## config.mk

```make
export PLATFORM = sky130hd
export DESIGN_NAME = spi_master
export DESIGN_NICKNAME = d
export VERILOG_FILES = /design/src/rtl/spi_master.sv
export SDC_FILE = /design/constraint.sdc
export NUM_CORES = 1
export LEC_CHECK = 0
export BUFFER_PORTS_ARGS = -buffer_cell sky130_fd_sc_hd__clkbuf_2
export CORE_UTILIZATION = 59
export DETAILED_ROUTE_END_ITERATION = 7
export HOLD_SLACK_MARGIN = 0.02
export PLACE_DENSITY_LB_ADDON = 0.25
export SLEW_MARGIN = 20
export SYNTH_ARGS = -nofsm -noshare
export SYNTH_HDL_FRONTEND = slang
export SYNTH_SLANG_ARGS = --single-unit
```

## constraint.sdc

```tcl
create_clock -name clk -period 3.9 [get_ports clk]
set_input_delay 0 -clock clk [delete_from_list [all_inputs] [get_ports clk]]
set_output_delay 0 -clock clk [all_outputs]
set_load 0.02 [all_outputs]
```

## src/rtl/spi_master.sv

```systemverilog
// Single-byte SPI master, mode 0 (CPOL=0, CPHA=0), MSB first, one active-low chip select.
// A start_tx pulse runs one full-duplex frame; tx_done pulses with the received byte on rx_data.
module spi_master #(
  parameter int DATA_WIDTH = 8,
  parameter int CLK_DIV    = 4
) (
  input  logic                  clk,
  input  logic                  reset,
  input  logic                  start_tx,
  input  logic [DATA_WIDTH-1:0] tx_data,
  output logic                  tx_done,
  output logic [DATA_WIDTH-1:0] rx_data,
  output logic                  busy,
  output logic                  spi_clk,
  output logic                  mosi,
  input  logic                  miso,
  output logic                  cs
);

  localparam int DIV_W = (CLK_DIV > 1) ? $clog2(CLK_DIV) : 1;
  localparam int BIT_W = (DATA_WIDTH > 1) ? $clog2(DATA_WIDTH) : 1;
  localparam logic [DIV_W-1:0] DIV_LAST = DIV_W'(CLK_DIV - 1);
  localparam logic [BIT_W-1:0] BIT_LAST = BIT_W'(DATA_WIDTH - 1);

  typedef enum logic [1:0] {
    IDLE  = 2'd0,
    SETUP = 2'd1,
    SHIFT = 2'd2,
    HOLD  = 2'd3
  } state_t;

  state_t                state_r, state_s;
  logic [DIV_W-1:0]      div_r, div_s;
  logic [BIT_W-1:0]      bit_r, bit_s;
  logic [DATA_WIDTH-1:0] tx_sh_r, tx_sh_s;
  logic [DATA_WIDTH-1:0] rx_sh_r, rx_sh_s;
  logic [DATA_WIDTH-1:0] rx_data_r, rx_data_s;
  logic                  cs_r, cs_s;
  logic                  sclk_r, sclk_s;
  logic                  mosi_r, mosi_s;
  logic                  busy_r, busy_s;
  logic                  done_r, done_s;
  logic                  tick_s;

  assign tick_s  = (div_r == DIV_LAST);
  assign tx_done = done_r;
  assign rx_data = rx_data_r;
  assign busy    = busy_r;
  assign spi_clk = sclk_r;
  assign mosi    = mosi_r;
  assign cs      = cs_r;

  // Next-state and next-output logic; every half-period tick advances the frame.
  always_comb begin
    state_s   = state_r;
    div_s     = div_r;
    bit_s     = bit_r;
    tx_sh_s   = tx_sh_r;
    rx_sh_s   = rx_sh_r;
    rx_data_s = rx_data_r;
    cs_s      = cs_r;
    sclk_s    = sclk_r;
    mosi_s    = mosi_r;
    busy_s    = busy_r;
    done_s    = 1'b0;
    case (state_r)
      IDLE: begin
        div_s = '0;
        bit_s = '0;
        if (start_tx) begin
          tx_sh_s = tx_data;
          mosi_s  = tx_data[DATA_WIDTH-1];
          cs_s    = 1'b0;
          busy_s  = 1'b1;
          state_s = SETUP;
        end else begin
          state_s = IDLE;
        end
      end
      SETUP: begin
        if (tick_s) begin
          div_s   = '0;
          sclk_s  = 1'b1;
          rx_sh_s = {rx_sh_r[DATA_WIDTH-2:0], miso};
          state_s = SHIFT;
        end else begin
          div_s = div_r + 1'b1;
        end
      end
      SHIFT: begin
        if (tick_s) begin
          div_s = '0;
          if (sclk_r) begin
            sclk_s = 1'b0;
            // After the last bit mosi keeps its value until cs rises.
            if (bit_r == BIT_LAST) begin
              state_s = HOLD;
            end else begin
              bit_s   = bit_r + 1'b1;
              tx_sh_s = {tx_sh_r[DATA_WIDTH-2:0], 1'b0};
              mosi_s  = tx_sh_r[DATA_WIDTH-2];
            end
          end else begin
            sclk_s  = 1'b1;
            rx_sh_s = {rx_sh_r[DATA_WIDTH-2:0], miso};
          end
        end else begin
          div_s = div_r + 1'b1;
        end
      end
      HOLD: begin
        if (tick_s) begin
          div_s     = '0;
          bit_s     = '0;
          cs_s      = 1'b1;
          mosi_s    = 1'b0;
          busy_s    = 1'b0;
          done_s    = 1'b1;
          rx_data_s = rx_sh_r;
          state_s   = IDLE;
        end else begin
          div_s = div_r + 1'b1;
        end
      end
      default: begin
        state_s = IDLE;
        div_s   = '0;
        bit_s   = '0;
        cs_s    = 1'b1;
        sclk_s  = 1'b0;
        mosi_s  = 1'b0;
        busy_s  = 1'b0;
      end
    endcase
  end

  // State and output registers with synchronous reset.
  always_ff @(posedge clk) begin
    if (reset) begin
      state_r   <= IDLE;
      div_r     <= '0;
      bit_r     <= '0;
      tx_sh_r   <= '0;
      rx_sh_r   <= '0;
      rx_data_r <= '0;
      cs_r      <= 1'b1;
      sclk_r    <= 1'b0;
      mosi_r    <= 1'b0;
      busy_r    <= 1'b0;
      done_r    <= 1'b0;
    end else begin
      state_r   <= state_s;
      div_r     <= div_s;
      bit_r     <= bit_s;
      tx_sh_r   <= tx_sh_s;
      rx_sh_r   <= rx_sh_s;
      rx_data_r <= rx_data_s;
      cs_r      <= cs_s;
      sclk_r    <= sclk_s;
      mosi_r    <= mosi_s;
      busy_r    <= busy_s;
      done_r    <= done_s;
    end
  end

endmodule

```

# --- Word-level counts from Yosys, hierarchy flattened ---
# Cells that the tools add are included.
# W data, S select, Z words.
totals:
  ff_bits: 35
  input_bits: 12
  output_inout_bits: 13
  elab_cells: 80
classes:
  add_sub_neg: 2
  eq_ne: 13
  muxes: 38
  bitwise: 1
  n_reduce_logical: 15
ops:
  columns: ["operator", "count"]
  rows:
  - ["$mux W7", 4]
  - ["$mux W8", 3]
  - ["$ne A2 B2 Y1 const B", 8]
  - ["$pmux W8 S2", 1]
  - ["$reduce_and A5 Y1", 3]
  - ["$pmux W7 S2", 1]
  - ["$mux W1", 12]
  - ["$mux W2", 6]
  - ["$mux W3", 4]
  - ["$pmux W3 S3", 1]
  - ["$pmux W2 S4", 1]
  - ["$eq A2 B2 Y1 const B", 3]
  - ["$pmux W1 S2", 3]
  - ["$reduce_and A3 Y1", 2]
  - ["$reduce_and A6 Y1", 1]
  - ["$reduce_bool A2 Y1", 3]
  - ["$pmux W2 S2", 1]
  - ["$reduce_and A4 Y1", 1]
  - ["$add A3 B1 Y3 const B", 1]
  - ["$eq A3 B3 Y1 const B", 1]
  - ["$pmux W1 S3", 1]
  - ["$reduce_bool A3 Y1", 1]
  - ["$reduce_or A3 Y1", 1]
  - ["$add A2 B1 Y2 const B", 1]
  - ["5 further kinds", 5]

# --- Longest topological paths before layout ---
depth:
  depth_word: 5
  ltp_mapped: 7

# --- Worst setup path before layout ---
# No wires, ideal clock.
synth_timing:
  path_type: "register -> register"
  start: "register state_r[0]"
  end: "register mosi_r, in the netlist mosi"
  setup_time_ns: 0.070
  arrival_time_ns: 2.107
  path_slack_ns: 1.723
  stages_incl_launch_ff: 8
  period_less_slack_ns: 2.177
  cell_sequence: "dfxtp_1 > inv_1 > ha_1 > and2_1 > or4_1 > buf_2 > or4_1 > a21oi_1"
synth_via:
  elab_chain_len: 3
  word_cells_on_any_way: 11
  classes_between: "eq/ne (7); mux (1); reduce/logical (3)"
synth_lines:
  columns: ["item", "line", "source"]
  rows:
  - ["start, declared", "32", "state_t state_r, state_s;"]
  - ["start signal, assigned", "152", "state_r <= state_s;"]
  - ["$eq A2 B2 Y1 or $logic_not A2 Y1 (tied branches)", "66", "case (state_r)"]
  - ["$ne A2 B2 Y1 (no line) or $reduce_bool A3 Y1 (tied branches)", null, null]
  - ["$reduce_and A6 Y1 (no line)", null, null]
  - ["end signal, assigned", "160", "mosi_r <= mosi_s;"]
  - ["end, declared", "40", "logic mosi_r, mosi_s;"]
# Parallel ways exist; a longest one is shown, timed or not.
# A chain may end at the register's enable or synchronous reset.

# --- Worst setup path after layout ---
layout_timing:
  start: "register div_r[0]"
  end: "register mosi_r, in the netlist mosi"
layout_via:
  elab_chain_len: 3
  word_cells_on_any_way: 4
  classes_between: "eq/ne (3); reduce/logical (1)"
layout_lines:
  columns: ["item", "line", "source"]
  rows:
  - ["start, declared", "33", "logic [DIV_W-1:0] div_r, div_s;"]
  - ["start signal, assigned", "153", "div_r <= div_s;"]
  - ["$eq A2 B2 Y1 (*)", "45", "assign tick_s = (div_r == DIV_LAST);"]
  - ["via tick_s", "43", "logic tick_s;"]
  - ["$ne A2 B2 Y1 (no line)", null, null]
  - ["$reduce_and A6 Y1 (no line) (*)", null, null]
# The timed path passes the listed nets; every way through them passes the cells marked *.

==> results.json <==
{
  "status": "finished clean",
  "cts_sinks": 35,
  "yosysSeqAreaShare_pct": 45.5,
  "clkTransAtPathRegs_ns": 0.11,
  "min_to": "cs",
  "crit_slowest_cell": "or4_1",
  "drv_cap": 0,
  "clock_latency_ns": 0.35,
  "synth_top_area_cell": "dfxtp_1",
  "dpl.hpwl_um": 2020,
  "initial_utilization_pct": 62.2,
  "cpPeakStageDelay_ns": 0.67,
  "rsz0062_at_grt": "false",
  "port_buffers": 24,
  "reg2regPathDepth": 5,
  "startpoint": "div_r[0]",
  "routabilityCongestion": 0.741,
  "syn_nets": 190,
  "path_class": "flip-flop to flip-flop",
  "antenna_cells": 0,
  "synth_cell_type_count": 29,
  "fmax_mhz": 385,
  "hp-start": "start_tx",
  "drtPass1Iterations": 4,
  "io-pin-count": 25,
  "cts_made_buffers": 5,
  "rrSetupSlack_ns": 1.30,
  "grt_remaining_overflow": 0,
  "syn_to_final_growth_pct": 18.8,
  "cts_root_buffer": "clkbuf_4",
  "ant_nets": 0,
  "synth.ff_latch_count": 35,
  "drive_gt1_share_pct": 17.6,
  "muxShareOfSynthArea_pct": 11.0,
  "wirelength_um": 3250,
  "synth_top_area_share_pct": 45.5,
  "synth_top_family_by_area": "simple AND/OR/NAND/NOR gates",
  "layout_commonest_cell": "dfxtp_1",
  "yosys.area_share.adder_pct": 6.50,
  "cpMostUsedCell": "or4_1",
  "final_cell_mix": "dfxtp_1, clkbuf_2, nor2_1",
  "route.top_layer_used": "met4",
  "place_area_um2": 1650,
  "track_usage_pct": 26.6,
  "grt_first_pass_wirelength_um": 5200,
  "report.final.slew_viol_count": 0,
  "cts_max_path_buffers": 2,
  "tns_ns": 0,
  "tritoncts": "done",
  "critPathCaptureType": "flip-flop",
  "met1_length_um": 1490,
  "required_ns": 4.18,
  "relSlewSlack_pct": 39.1,
  "setup_viol": 0,
  "grt_antenna_before_repair": 0,
  "grt_pass1_vias": 1206,
  "synth_simple_gate_area_share_pct": 19.7,
  "post_cts_buffers": 0,
  "powerDensity_nw_per_um2": 620,
  "hold_viol_final": 0,
  "dr_wl_met3_um": 109,
  "die_w_um": 53.1,
  "num_rows": 18,
  "synth_compound_area_share_pct": 13.1,
  "synthXorXnorAreaFrac_pct": 0,
  "routed-via-count": 1297,
  "cp_cell_sequence": "ha_1 -> nor2b_1 -> or4_1 -> or4_1 -> a21oi_1",
  "hold_depth": 4,
  "grt_max_degree": 36,
  "power_leakage_uw": 0.000819,
  "fin_nets": 218,
  "via_per_inst": 5.66,
  "first_iter_violations": 33,
  "fillers": 187,
  "synthFlopType": "dfxtp_1",
  "wl_per_cell_um": 14.2,
  "r2r-start": "div_r[0]",
  "tightest_slew_ns": 0.907,
  "ys_warn_count": 0,
  "crit_fanout": 20,
  "fin_skew_ns": 0.00727,
  "hold_buffers": 8,
  "min_period_ns": 2.60,
  "avgSynthCellArea_um2": 9.06,
  "core_area_um2": 2480,
  "wl_met2_um": 1580,
  "syn_inst": 170,
  "hp-class": "input port to flip-flop",
  "htree_levels": 2,
  "start_kind": "flip-flop",
  "fin_crit_sh_pct": 66.7,
  "synth_area_leaders": "dfxtp_1, mux2i_1, ha_1",
  "syn_area_um2": 1540,
  "r2r_end": "mosi",
  "cts_resized": 0,
  "die_area_um2": 2820,
  "ir_drop_mv": 0.456,
  "arrival_ns": 2.88,
  "die_h_um": 53.1,
  "fin_area_um2": 1830,
  "synth_edf_count": 0,
  "async_reset_ff_share_pct": 0,
  "drt_drc_violations_left": 0
}
-- sequential cells by signal, indices dropped and copies added, names as in the netlist --
signal	cells
bit_r	3
state_r	2
mosi	1
tx_done	1
cs	1
busy	1
div_r	2
rx_sh_r	8
rx_data	8
tx_sh_r	7
spi_clk	1
-- where the power goes --
group	internal [uW]	leakage, uW	switching [uW]	total (uW)
sequential	418	0.000285	38.0	456
combinational	162	0.000486	234	396
clock	151	0.0000482	130	281
-- cells in the mapped netlist (2+ instances only) --
cell      number
a211oi_1       6
a21oi_1       17
and2b_1        2
buf_1          2
buf_2          4
clkbuf_1       4
dfxtp_1       35
ha_1           8
inv_1          4
mux2i_1       17
nand2_1       13
nand3_1        8
nor2_1        20
nor2b_1        5
nor3b_1        2
nor4_1         3
o21ai_0        5
or3_2          2
or4_1          3
-- stage by stage --
step	setup WS (ns)	hold WS, ns	total power (uW)	util (%)	cells
after global routing	1.14	0.0907	1190	73.8	229
after detailed placement	1.33	0.251	836	66.8	213
after floorplan	1.72	0.144	762	-	170
after global placement	1.48	0.231	810	66.8	213
final	1.30	0.0671	1130	73.8	229
after CTS	1.31	0.0743	1120	73.5	229
-- how the worst max path moves through the flow --
stage / to / cells past startpoint / slack [ns]
CTS: tx_sh_r[1] / 6 / 1.31
global placement: mosi / 6 / 1.48
finish: mosi / 5 / 1.30
global route: mosi / 5 / 1.14
floorplan: mosi / 7 / 1.72
detailed placement: tx_sh_r[1] / 6 / 1.33
-- cells by family (layout without fill, tap and decap cells) --
kind of cell	count (synthesis)	after routing
AND/OR/NAND/NOR	61	61
multiplexers	17	17
adder cells (fa/ha/maj)	8	8
buffers and inverters	15	44
flip-flops	35	35
AO/OA/AOI/OAI	34	34
-- per-layer routing --
layer | vias up | GRT usage [%]
li1 | 652 | -
met1 | 613 | 31.9
met2 | 23 | 42.4
met3 | 9 | 8.91
met4 | 0 | 12.7
met5 | - | 0
-- worst max-delay path, delay by kind of cell (launching register included) --
family	cells	cell delay, ns
AND/OR/NAND/NOR	3	1.40
adder cells (fa/ha/maj)	1	0.62
flip-flops	1	0.36
AO/OA/AOI/OAI	1	0.15
-- cell type report --
type                       count  area [um^2]  share of cell area [%]
clock buffer                   6         51.3                    2.80
clock inverter                 2         35.0                    1.92
inverter                       4         15.0                   0.821
multi-input combinational    120          790                    43.2
sequential                    35          701                    38.3
tap                           30         37.5                    2.05
timing repair buffer          32          200                    10.9
Power figures use the tool's default switching activity.
